**src/rtl/btb_ctrl.sv**
```systemverilog
// rtl/btb_ctrl.sv - BTB controller: lookup merge, resolve/issue sequencing, flush
//
// Purpose: owns a bank of btb_entry slots. Merges per-slot lookup results
// combinationally. Turns branch resolutions into VERIFY/INSERT ops on one
// slot and turns flush requests into a bank-wide CLEAR.
//
// Ports:
//   clk, rst                      clock, synchronous active-high reset
//   clear_req                     flush request (level)
//   upd_valid/upd_ready           resolution handshake
//   upd_pc/upd_target/upd_taken   resolved branch
//   ent_hit/ent_update_hit/ent_empty/ent_prediction/ent_target  slot status
//   ent_enable/ent_op/ent_in_pc/ent_in_target                  slot command
//   lookup_hit/lookup_taken/lookup_target                      fetch result
//   mispredict, busy              status
module btb_ctrl #(
  parameter int N_ENTRIES = 4,
  parameter int IDX_W     = 2
) (
  input  logic                    clk,
  input  logic                    rst,
  input  logic                    clear_req,
  input  logic                    upd_valid,
  output logic                    upd_ready,
  input  logic [15:0]             upd_pc,
  input  logic [15:0]             upd_target,
  input  logic                    upd_taken,
  input  logic [N_ENTRIES-1:0]    ent_hit,
  input  logic [N_ENTRIES-1:0]    ent_update_hit,
  input  logic [N_ENTRIES-1:0]    ent_empty,
  input  logic [N_ENTRIES-1:0]    ent_prediction,
  input  logic [16*N_ENTRIES-1:0] ent_target,
  output logic [N_ENTRIES-1:0]    ent_enable,
  output logic [2:0]              ent_op,
  output logic [10:0]             ent_in_pc,
  output logic [15:0]             ent_in_target,
  output logic                    lookup_hit,
  output logic                    lookup_taken,
  output logic [15:0]             lookup_target,
  output logic                    mispredict,
  output logic                    busy
);

  typedef enum logic [1:0] {S_IDLE, S_CLEAR, S_RESOLVE, S_ISSUE} state_t;

  localparam logic [N_ENTRIES-1:0] ONE = {{(N_ENTRIES-1){1'b0}}, 1'b1};

  state_t           state, state_nxt;
  logic             clear_pend;
  logic [IDX_W-1:0] rr_ptr;
  logic [10:0]      cap_tag;
  logic [15:0]      cap_target;
  logic             cap_taken;
  logic             hit_any;
  logic [IDX_W-1:0] hit_idx;
  logic             pred;
  logic [IDX_W-1:0] victim;
  // Victim was taken from rr_ptr because no slot was empty.
  logic             victim_full;

  // Lowest-index set bit; scanning downward lets the lowest index win.
  function automatic logic [IDX_W-1:0] lowest(input logic [N_ENTRIES-1:0] v);
    lowest = '0;
    for (int i = N_ENTRIES - 1; i >= 0; i--) begin
      if (v[i]) lowest = IDX_W'(i);
    end
  endfunction

  logic             clear_any;
  logic [IDX_W-1:0] upd_hit_idx;
  logic [IDX_W-1:0] lk_idx;

  assign clear_any   = clear_req | clear_pend;
  assign upd_hit_idx = lowest(ent_update_hit);
  assign lk_idx      = lowest(ent_hit);

  // State register and datapath registers.
  always_ff @(posedge clk) begin
    if (rst) begin
      state       <= S_IDLE;
      clear_pend  <= 1'b0;
      rr_ptr      <= '0;
      cap_tag     <= '0;
      cap_target  <= '0;
      cap_taken   <= 1'b0;
      hit_any     <= 1'b0;
      hit_idx     <= '0;
      pred        <= 1'b0;
      victim      <= '0;
      victim_full <= 1'b0;
    end else begin
      state <= state_nxt;
      case (state)
        S_IDLE: begin
          if (!clear_any && upd_valid) begin
            cap_tag    <= upd_pc[15:5];
            cap_target <= upd_target;
            cap_taken  <= upd_taken;
          end
        end
        S_CLEAR: begin
          clear_pend <= 1'b0;
          rr_ptr     <= '0;
        end
        S_RESOLVE: begin
          hit_any     <= |ent_update_hit;
          hit_idx     <= upd_hit_idx;
          pred        <= ent_prediction[upd_hit_idx];
          victim      <= (|ent_empty) ? lowest(ent_empty) : rr_ptr;
          victim_full <= ~|ent_empty;
          if (clear_req) clear_pend <= 1'b1;
        end
        S_ISSUE: begin
          // N_ENTRIES is a power of two, so the natural wrap is modulo N.
          if (!hit_any && victim_full) rr_ptr <= rr_ptr + 1'b1;
          if (clear_req) clear_pend <= 1'b1;
        end
        default: ;
      endcase
    end
  end

  // Next-state logic.
  always_comb begin
    state_nxt = state;
    case (state)
      S_IDLE: begin
        if (clear_any)      state_nxt = S_CLEAR;
        else if (upd_valid) state_nxt = S_RESOLVE;
      end
      S_CLEAR:   state_nxt = S_IDLE;
      S_RESOLVE: state_nxt = S_ISSUE;
      S_ISSUE:   state_nxt = S_IDLE;
      default:   state_nxt = S_IDLE;
    endcase
  end

  // Outputs decoded from registered state only, so they hold all cycle.
  always_comb begin
    ent_op     = 3'b000;
    ent_enable = '0;
    mispredict = 1'b0;
    case (state)
      S_CLEAR: begin
        ent_op     = 3'b111;
        ent_enable = '1;
      end
      S_ISSUE: begin
        if (hit_any) begin
          ent_op     = {2'b01, cap_taken};
          ent_enable = ONE << hit_idx;
          mispredict = pred ^ cap_taken;
        end else begin
          ent_op     = {2'b10, cap_taken};
          ent_enable = ONE << victim;
          mispredict = cap_taken;
        end
      end
      default: ;
    endcase
  end

  assign busy          = (state != S_IDLE);
  assign upd_ready     = (state == S_IDLE) & ~clear_any & ~rst;
  assign ent_in_pc     = cap_tag;
  assign ent_in_target = cap_target;

  // Fetch-side lookup merge.
  assign lookup_hit    = |ent_hit;
  assign lookup_taken  = lookup_hit ? ent_prediction[lk_idx] : 1'b0;
  assign lookup_target = lookup_hit ? ent_target[16*lk_idx +: 16] : 16'h0000;

endmodule

```
**config.mk**
```make
export PLATFORM = sky130hd
export DESIGN_NAME = btb_ctrl
export DESIGN_NICKNAME = d
export VERILOG_FILES = /design/src/rtl/btb_ctrl.sv
export SDC_FILE = /design/constraint.sdc
export NUM_CORES = 1
export LEC_CHECK = 0
export BUFFER_PORTS_ARGS = -buffer_cell sky130_fd_sc_hd__buf_2
export CORE_ASPECT_RATIO = 1.1
export CORE_MARGIN = 8
export CORE_UTILIZATION = 30
export CTS_BUF_LIST = sky130_fd_sc_hd__clkbuf_8 sky130_fd_sc_hd__clkbuf_16
export DETAILED_ROUTE_END_ITERATION = 6
export SYNTH_ARGS = -nofsm -noshare
export SYNTH_HDL_FRONTEND = slang
export SYNTH_SLANG_ARGS = --single-unit
```
**constraint.sdc**
```tcl
create_clock -name clk -period 1.8 [get_ports clk]
set_clock_uncertainty 0.1 [all_clocks]
set_input_delay 0.27 -clock clk [delete_from_list [all_inputs] [get_ports clk]]
set_output_delay 0.27 -clock clk [all_outputs]
set_load 0.01 [all_outputs]
```
==> results.md <==
* Outcome: completed
* Initial antenna violation count at 0
* Root Buffer: clkbuf_8
* Top-Level Pins at 172
* Fin Hold WS at 0.1016 ns
* Yosys cell types at 35
* Post-synth EDFFs at 0
* Pins over their slew limit at 0
* Routed WL at 7875 um
* Reg-to-reg slack, setup at 0.29 ns
* Slew headroom at 67.41%
* Synth Area in XOR/XNOR at 0.3804%
* Layout Cells excl Fill at 547
* Fmax at 0.6010 GHz
* FF-to-FF End: ent_in_pc[10]
* DP Cell Count at 539
* Top cell type's share of synthesized area at 34.78%
* FP Rows at 33
* Vias in the first global route at 2776
* Sink Count at 40
* Share of cells above drive strength 1 at 51.30%
* Synth Instances at 298
* Antenna Nets Post-Route at 0
* Post-DR vias/cell at 4.949
* Die Ht at 107.9 um
* H-tree Lvls at 2
* Syn Area/Cell at 7.726 um2
* Critical path arrival at 1.29 ns
* Gpl congestion at 0.8453
* Period minus WS final at 1.664 ns
* First-pass GRT wire length at 12970 um
* GR peak layer: met2
* Cts hold-fix bufs at 0
* Register area share after synthesis at 34.78%
* Synth Area in Simple Gates at 28.80%
* Cell Pwr Density at 649.1 mW/mm2
* Cell taking the most area after synthesis: dfxtp_1
* Residual DRC at 0
* Worst slew pin tran at 0.4888 ns
* Clock slew at reported path FFs at 0.09 ns
* Worst Setup End Kind: output port
* Total grt overflow at 0
* Setup TNS at 0 ns
* Worst-case clock buffer depth at 2
* DR WL/cell at 14.40 um
* Post-synthesis mux area share at 1.359%
* Fin util at 44.88%
* Core area at 0.007432 mm2
* Starting Density at 30.98%
* Mapped cell area at 0.002302 mm2
* Critical path class: input port to output port
* Routed via count at 2707
* Die footprint at 0.01074 mm2
* Worst Path Required at 1.43 ns
* Final setup vio count at 0
* Crit share post-route at 92.44%
* DP HPWL at 6496 um
* Fillers at 777
* Worst reg2reg path startpoint: clear_pend
* Width of the chip at 99.53 um
* GRT Total Usage at 14.50%
* Leak Pwr at 0.001534 uW
* Hold Crit Depth at 3
* Number of max-cap violations at 0
* Total power at 2165 uW
* Met2 usage at 26.36%
* Largest family of logic cells by synthesized area: simple AND/OR/NAND/NOR gates
* Area Growth Syn to Fin at 44.89%
* Port bufs at 166
* Hold WC Path Type: input port to flop
* Met1 Usage GRT at 14.29%
* Synth warnings at 0
* Ys async rst share at 0%
* CTS tree: done
* RSZ-0062 raised after global routing: no
* Startpoint types: input port
* Pin count of the biggest net entering global routing at 36
* Max VDD drop at 0.6096 mV
* Synth Flop Type: dfxtp_1
* WHS Endpoint: ent_in_target[12]
* Clk_lat worst skew at 0.29 ns
* Total CTS buffers at 5
* Hold_sp: upd_target[12]
* GR Util met3 at 7.762%
* Nets at 576
* Final Hold Viols at 0
* Compound-gate portion of the synthesized area at 27.72%
* DR pass1 iterations at 4
* R2R cell count at 5
* Yosys reg bits at 40
* Starting DRT DRC Count at 57
* Dominant cells by area after synthesis: dfxtp_1 (35%), nand2_1 (9.9%), a21oi_2 (7.6%), a221oi_1 (6.5%), nor2b_1 (6.3%)
* Net Count, Synth at 415
* Diode count at 0
* Worst-path maximum fanout at 16
* Post-synthesis adder-cell area fraction at 0%
-- layout make-up --
class                           count  area, um2  share of cell area, %
Clock inverter                      2      13.76                 0.4126
Multi-Input combinational cell    229       1351                  40.51
Tap cell                           87      108.9                  3.263
Clock buffer                        6      82.58                  2.476
Timing Repair Buffer              179      957.2                  28.69
Sequential cell                    40      803.3                  24.08
Inverter                            4      18.77                 0.5626
-- layer usage --
metal / wire length [um] / vias to the layer above
met5: 0 / -
met4: 57 / 0
met3: 1046 / 5
met2: 3819 / 130
met1: 2952 / 1218
li1: - / 1354
-- power breakdown --
group	total [uW]	internal, uW	switching [uW]
clock	639	314	325
sequential	952	926	25.8
combinational	575	272	303
-- per-stage QoR --
stage / worst slack, ns / instance area [um2]
6_report: 0.1360 / 3336
5_1_grt: 0.02007 / 3336
4_1_cts: 0.01202 / 3316
3_5_place_dp: 0.03475 / 3219
3_3_place_gp: 0.04741 / 3219
2_1_floorplan: 0.1435 / 2302
-- cells in the mapped netlist (2+ instances only) --
| master | number |
|---|---|
| nand2_2 | 20 |
| clkbuf_1 | 14 |
| nand2_1 | 61 |
| dfxtp_1 | 40 |
| a221oi_1 | 17 |
| nor3_1 | 3 |
| o31ai_1 | 17 |
| a21oi_2 | 20 |
| buf_2 | 6 |
| inv_1 | 3 |
| o21ai_0 | 5 |
| or4_1 | 2 |
| a21oi_1 | 26 |
| nor2b_1 | 23 |
| buf_12 | 2 |
| nand2b_1 | 3 |
| nor4_1 | 2 |
| mux2i_1 | 2 |
| nor2_1 | 16 |
-- worst max-delay path, cell delays in order --
cell      delay (ns)
buf_2           0.08
nor2b_2         0.17
buf_6           0.19
a221oi_1        0.09
o31ai_1         0.29
buf_2           0.20
-- worst max path at each step --
stage	slack, ns	depth (start not counted)	from	end
final	0.14	6	ent_hit[3]	lookup_target[10]
after global routing	0.02	4	hit_any	ent_enable[2]
after CTS	0.01	3	state[0]	ent_op[1]
after detailed placement	0.03	6	ent_hit[2]	lookup_target[10]
after global placement	0.05	6	ent_hit[2]	lookup_target[10]
after floorplan	0.14	6	ent_hit[2]	lookup_target[10]
-- cell usage in the layout, fill, tap and decap left out, types with 2 or more instances in the layout --
| master | count |
|---|---|
| buf_2 | 166 |
| nand2_1 | 61 |
| dfxtp_1 | 38 |
| a21oi_1 | 26 |
| nor2b_1 | 22 |
| nand2_2 | 20 |
| a21oi_2 | 20 |
| a221oi_1 | 17 |
| o31ai_1 | 17 |
| nor2_1 | 16 |
| buf_4 | 10 |
| clkbuf_8 | 6 |
| o21ai_0 | 5 |
| nand2b_1 | 3 |
| inv_1 | 3 |
| nor3_1 | 3 |
| mux2i_2 | 2 |
| or4_1 | 2 |
| nor4_1 | 2 |
| dfxtp_2 | 2 |
| buf_12 | 2 |
-- logic make-up after synthesis --
group | Yosys count
xor gates and xnor gates | 1
DFF | 40
buffers and inverters | 29
and+or+nand+nor | 136
AOI/OAI and AO/OA | 89
muxes | 3
-- timing repair --
| action | 4_1_cts | 5_1_grt |
|---|---|---|
| hold endpoints to repair | 0 | 0 |
| resized for setup | 0 | 7 |
| buffers inserted | 0 | 0 |
| setup endpoints to repair | 0 | 11 |
-- state kept, by name (all words and copies together), names as in the netlist --
name / cells
rr_ptr: 2
state: 2
victim_full: 1
clear_pend: 1
victim: 2
ent_in_pc: 11
hit_idx: 2
pred: 1
hit_any: 1
ent_in_target: 16
cap_taken: 1
No activity file was read; power rests on OpenSTA's default activity.
